<file path="config.mk">
export PLATFORM = sky130hd
export DESIGN_NAME = controlador_exibicao_rgb
export DESIGN_NICKNAME = d
export VERILOG_FILES = /design/src/rtl/controlador_exibicao_rgb_pkg.sv /design/src/rtl/controlador_exibicao_rgb_tempo.sv /design/src/rtl/controlador_exibicao_rgb.sv
export SDC_FILE = /design/constraint.sdc
export NUM_CORES = 1
export LEC_CHECK = 0
export CORE_MARGIN = 5
export CORE_UTILIZATION = 60
export CTS_CLUSTER_DIAMETER = 150
export DETAILED_ROUTE_END_ITERATION = 12
export GPL_TIMING_DRIVEN = 0
export PLACE_DENSITY_LB_ADDON = 0.25
export SKIP_LAST_GASP = 1
export SLEW_MARGIN = 40
export SYNTH_ARGS = -nofsm -noshare
export SYNTH_HDL_FRONTEND = slang
export SYNTH_HIERARCHICAL = 1
export SYNTH_SLANG_ARGS = --single-unit
</file>
<file path="constraint.sdc">
create_clock -name i_clock -period 8.8 [get_ports i_clock]
set_input_delay 2.64 -clock i_clock [delete_from_list [all_inputs] [get_ports i_clock]]
set_output_delay 2.64 -clock i_clock [all_outputs]
set_load 0.01 [all_outputs]
</file>
<file path="src/rtl/controlador_exibicao_rgb_pkg.sv">
// Shared definitions for the memory-game RGB display path: FSM states, default
// intervals, one-hot color words and the interval-timer width helper.
package controlador_exibicao_rgb_pkg;

  typedef enum logic [2:0] {
    OCIOSO  = 3'd0,
    CARREGA = 3'd1,
    ACESO   = 3'd2,
    APAGADO = 3'd3,
    FIM     = 3'd4
  } estado_t;

  localparam int unsigned T_ACESO_PADRAO   = 50_000_000;
  localparam int unsigned T_APAGADO_PADRAO = 25_000_000;

  localparam logic [3:0] COR_VERMELHO = 4'b0001;
  localparam logic [3:0] COR_AZUL     = 4'b0010;
  localparam logic [3:0] COR_AMARELO  = 4'b0100;
  localparam logic [3:0] COR_VERDE    = 4'b1000;

  // Timer only ever holds interval-1, so clog2 of the longer interval suffices.
  function automatic int unsigned larg_timer(input int unsigned ta, input int unsigned td);
    int unsigned m;
    m = (ta > td) ? ta : td;
    return (m > 1) ? $clog2(m) : 1;
  endfunction

endpackage

</file>
<file path="src/rtl/controlador_exibicao_rgb_tempo.sv">
// Interval down-counter: loads a value, counts down while enabled, flags zero.
module contador_tempo
  import controlador_exibicao_rgb_pkg::*;
#(
  parameter int unsigned LARG = 4
) (
  input  logic            i_clock,
  input  logic            i_reset,
  input  logic            i_carga,
  input  logic [LARG-1:0] i_valor,
  input  logic            i_habilita,
  output logic            o_zero_c
);

  logic [LARG-1:0] r_cont;

  always_ff @(posedge i_clock) begin
    if (i_reset) begin
      r_cont <= '0;
    end else if (i_carga) begin
      r_cont <= i_valor;
    end else if (i_habilita && (r_cont != '0)) begin
      r_cont <= r_cont - LARG'(1);
    end
  end

  assign o_zero_c = (r_cont == '0);

endmodule

</file>
<file path="src/rtl/controlador_exibicao_rgb.sv">
// Walks the stored color sequence 0..limite, lighting each entry for T_ACESO
// cycles then blanking for T_APAGADO. Optional freeze input under EXIBE_PAUSA_EN.
module controlador_exibicao_rgb
  import controlador_exibicao_rgb_pkg::*;
#(
  parameter int unsigned T_ACESO   = T_ACESO_PADRAO,
  parameter int unsigned T_APAGADO = T_APAGADO_PADRAO,
  parameter int unsigned ADDR_W    = 4
) (
  input  logic              i_clock,
  input  logic              i_reset,
  input  logic              i_iniciar,
  input  logic [ADDR_W-1:0] i_limite,
  input  logic [3:0]        i_dados_mem,
`ifdef EXIBE_PAUSA_EN
  input  logic              i_pausa,
`endif
  output logic [ADDR_W-1:0] o_endereco,
  output logic              o_en_rgb,
  output logic [3:0]        o_dados_rgb,
  output logic              o_ocupado,
  output logic              o_pronto
);

  localparam int unsigned TW = larg_timer(T_ACESO, T_APAGADO);

  estado_t           r_estado, w_estado_prox;
  logic [ADDR_W-1:0] r_limite, r_endereco;
  logic [3:0]        r_dados_rgb;
  logic              r_en_rgb, r_ocupado, r_pronto;
  logic              w_avanca, w_carga, w_habilita, w_incrementa, w_zero;
  logic [TW-1:0]     w_valor_carga;

`ifdef EXIBE_PAUSA_EN
  assign w_avanca = !i_pausa;
`else
  assign w_avanca = 1'b1;
`endif

  contador_tempo #(.LARG(TW)) u_tempo (
    .i_clock    (i_clock),
    .i_reset    (i_reset),
    .i_carga    (w_carga),
    .i_valor    (w_valor_carga),
    .i_habilita (w_habilita),
    .o_zero_c   (w_zero)
  );

  // Next state and timer control; pause only holds the lit/dark states.
  always_comb begin
    w_estado_prox = r_estado;
    w_carga       = 1'b0;
    w_valor_carga = TW'(T_ACESO - 1);
    w_habilita    = 1'b0;
    w_incrementa  = 1'b0;
    case (r_estado)
      OCIOSO: begin
        if (i_iniciar) w_estado_prox = CARREGA;
      end
      CARREGA: begin
        w_carga       = 1'b1;
        w_valor_carga = TW'(T_ACESO - 1);
        w_estado_prox = ACESO;
      end
      ACESO: begin
        w_habilita = w_avanca;
        if (w_avanca && w_zero) begin
          w_carga       = 1'b1;
          w_valor_carga = TW'(T_APAGADO - 1);
          w_estado_prox = APAGADO;
        end
      end
      APAGADO: begin
        w_habilita = w_avanca;
        if (w_avanca && w_zero) begin
          if (r_endereco == r_limite) begin
            w_estado_prox = FIM;
          end else begin
            w_incrementa  = 1'b1;
            w_estado_prox = CARREGA;
          end
        end
      end
      FIM:     w_estado_prox = OCIOSO;
      default: w_estado_prox = OCIOSO;
    endcase
  end

  // Outputs are registered from the next state so they line up with it.
  always_ff @(posedge i_clock) begin
    if (i_reset) begin
      r_estado    <= OCIOSO;
      r_limite    <= '0;
      r_endereco  <= '0;
      r_dados_rgb <= '0;
      r_en_rgb    <= 1'b0;
      r_ocupado   <= 1'b0;
      r_pronto    <= 1'b0;
    end else begin
      r_estado  <= w_estado_prox;
      r_en_rgb  <= (w_estado_prox == ACESO);
      r_ocupado <= (w_estado_prox != OCIOSO);
      r_pronto  <= (w_estado_prox == FIM);
      if ((r_estado == OCIOSO) && i_iniciar) begin
        r_limite   <= i_limite;
        r_endereco <= '0;
      end
      if (r_estado == CARREGA) r_dados_rgb <= i_dados_mem;
      if (w_incrementa) r_endereco <= r_endereco + ADDR_W'(1);
      if (w_estado_prox == FIM) begin
        r_endereco  <= '0;
        r_dados_rgb <= '0;
      end
    end
  end

  assign o_endereco  = r_endereco;
  assign o_en_rgb    = r_en_rgb;
  assign o_dados_rgb = r_dados_rgb;
  assign o_ocupado   = r_ocupado;
  assign o_pronto    = r_pronto;

endmodule
</file>
==> run_results.csv <==
group,metric,value,unit
sta,finalSetupTns,0,ns
clock_tree,clk_latency,0.30,ns
detailed_routing,routed_wl,5940,um
sta,finalClockSkew,0.00571,ns
clock_tree,numCtsBuffers,5,
pwr,leakagePower,1.15,nW
setup_path,crit_path_max_incr_delay,0.57,ns
setup_path,path_max_fanout,10,
clock_tree,cts-root-buf,"clkbuf_8",
global_routing,grt_pass1_wl,9930,um
sta,rsz0062_at_grt,"no",
global_routing,antenna_found_initial,0,
global_routing,track_usage,22.7,%
clock_tree,cts_hold_buf,0,
die,die_area,5550,um2
pwr,ir_worst_vdd,0.118,mV
die,num_rows,23,
finish,antenna_cells,0,
detailed_routing,routedWlPerCell,15.6,um
setup_path,worstPathCellList,"inv_1 -> ha_1 -> or4b_1 -> or4_1 -> nor2_1 -> nand3b_1 -> o21ai_0 -> clkbuf_1 -> clkinv_1 -> clkbuf_1 -> clkbuf_1 -> a311oi_1",
sta,worstMarginPinSlew,0.733,ns
pwr,total_power,0.579,mW
place,place_area,2820,um2
sta,slew_viol_final,0,
run,drv_cap,0,
sta,setup_violations,0,
sta,relSlewSlack,49.9,%
yosys,synth_area_leader_cell,"dfxtp_1",
sta,setup_ws,4.13,ns
finish,drive_above_1_share,9.06,%
die,die_h,74.5,um
setup_path,worstPathArrival,4.87,ns
setup_path,crit_slowest_cell,"or4b_1",
finish,areaGrowthSynthToFinish,17.8,%
finish,postLayoutCellArea,2940,um2
clock_tree,clkSinkCount,44,
sta,hold_viol,0,
yosys,synth_top_area_share,35.3,%
yosys,syn_area,2500,um2
yosys,syn_inst,288,
yosys,yosysSeqAreaShare,35.3,%
detailed_routing,dr_total_vias,2329,
place,port_buffers,20,
setup_path,critical_path_class,"flop to flop",
detailed_routing,drc,0,
place,place_hpwl,4210,um
yosys,yosys-top-cells-area,"dfxtp_1 35%, nor2_1 5.1%, a211oi_1 3.3%",
clock_tree,clk_path_buf_depth,2,
detailed_routing,ant_nets,0,
clock_tree,ctsResizeCount,0,
setup_path,critPathLaunchType,"flop",
detailed_routing,first_pass_iters,4,
yosys,synth_edf_count,0,
die,core_area,4030,um2
clock_tree,tritoncts,"yes",
global_routing,grt_pass1_vias,2138,
sta,period_needed,4.67,ns
setup_path,end_kind,"flop",
setup_path,crit_family,"simple AND/OR/NAND/NOR gates",
place,gp_congestion,0.890,
min_path,hp-class,"flop to flop",
die,dieWidth,74.5,um
die,start_util,62.0,%
die,io_pins,22,
setup_path,path_buf_inv,5,
yosys,synth-async-reset-ratio,0,%
global_routing,grt_max_degree,14,
yosys,synthDistinctLibCells,63,
detailed_routing,drtIter0Drc,189,
yosys,ys_seq_elements,44,
sta,max_freq,214,MHz
global_routing,grt-ovfl-total,0,
setup_path,critPathRequiredTime,9.00,ns
status,status,"finished clean",
setup_path,path_common_cell,"clkbuf_1",
clock_tree,cts.clk_slew.worst_paths,0.09,ns
finish,nNetsFinal,343,
place,dp_slack,4.19,ns
clock_tree,htree_levels,2,
pwr,p_per_area,197,nW/um2
yosys,yosys_warnings,6,
detailed_routing,viasPerCell,6.11,
yosys,synth-main-ff-cell,"dfxtp_1",
finish,nFillCells,305,
clock_tree,post_cts.repair.setup_buffers,0,
yosys,syn_avg_cell_area,8.68,um2
sta,hold_slack,0.488,ns
sta,period_share,53.0,%
final cells by class:
cell class | instances | area [um2] | share of cell area (%)
Sequential cell | 44 | 881 | 29.9
Tap cell | 50 | 62.6 | 2.12
Inverter | 14 | 52.6 | 1.78
Clock inverter | 1 | 30.0 | 1.02
Timing Repair Buffer | 20 | 200 | 6.80
Buffer | 18 | 90.1 | 3.06
Clock buffer | 7 | 96.3 | 3.27
Multi-Input combinational cell | 227 | 1530 | 52.0
kinds of logic (layout without fill, tap and decap cells):
kind of cell             after synthesis  after routing  share of synthesized area, %
XOR/XNOR                              11             11                          3.86
AND/OR/NAND/NOR                      120            120                          29.7
adder cells (fa/ha/maj)                2              2                          1.00
buffers and inverters                 32             60                          5.71
other                                  2             17                         0.301
multiplexers                           6              6                          2.45
AO/OA/AOI/OAI                         71             71                          21.7
flip-flops                            44             44                          35.3
worst register-to-register path: stages (launching register included):
cell	delay (ns)
dfxtp_1	0.36
inv_1	0.07
ha_1	0.21
or4b_1	0.57
or4_1	0.57
nor2_1	0.41
nand3b_1	0.38
o21ai_0	0.22
clkbuf_1	0.40
clkinv_1	0.40
clkbuf_1	0.35
clkbuf_1	0.33
a311oi_1	0.31
registers in the layout, indices dropped and copies added (netlist names):
signal and cells:
r_estado 3, o_ocupado 1, o_en_rgb 1, u_tempo/r_cont 26, o_dados_rgb 4, o_endereco 4
r_limite 4, o_pronto 1
Yosys cell counts (all sizes together) (7+ instances only):
library cell / count
xnor2: 7
a211oi: 12
dfxtp: 44
a21oi: 11
and4: 7
nor2b: 8
o21ai: 12
a2111oi: 10
or3: 10
nand2: 10
nor2: 35
inv: 13
a311oi: 9
clkbuf: 12
nor4: 8
nor3: 11
metal layers:
| layer | track usage (%) | wire length (um) | vias up | share of wire, % |
|---|---|---|---|---|
| li1 | - | - | 1152 | - |
| met1 | 28.4 | 2610 | 1116 | 44 |
| met2 | 40.3 | 3030 | 57 | 51 |
| met3 | 3.24 | 257 | 4 | 4.3 |
| met4 | 6.52 | 46 | 0 | 0.77 |
| met5 | 0 | 0 | - | 0 |
final timing paths:
check / start / endpoint / slack [ns] / depth (start not counted)
worst min-delay path: o_dados_rgb[3] / o_dados_rgb[3] / 0.49 / 2
worst min register to register: o_dados_rgb[3] / o_dados_rgb[3] / 0.49 / 2
worst max register to register: u_tempo/r_cont[0] / u_tempo/r_cont[12] / 4.13 / 12
worst max-delay path: u_tempo/r_cont[0] / u_tempo/r_cont[12] / 4.13 / 12
per-stage QoR:
step	instances	util [%]
floorplan	303	-
global placement	373	69.9
detailed placement	373	69.9
CTS	381	73.1
global route	381	73.1
finish	381	73.1
report_power, final:
group | internal (mW) | switching (mW)
clock network | 0.100 | 0.0699
registers | 0.219 | 0.0211
logic | 0.0679 | 0.101
cell usage in the layout (no fill, tap or decap), types with 10 or more instances in the layout:
master	count
a211oi_1	11
clkbuf_1	12
nor2_1	34
a21oi_1	10
clkdlybuf4s50_1	20
inv_1	13
dfxtp_1	44
nand2_1	10
conb_1	17
or3_1	10
No activity file was read; power rests on OpenSTA's default activity.
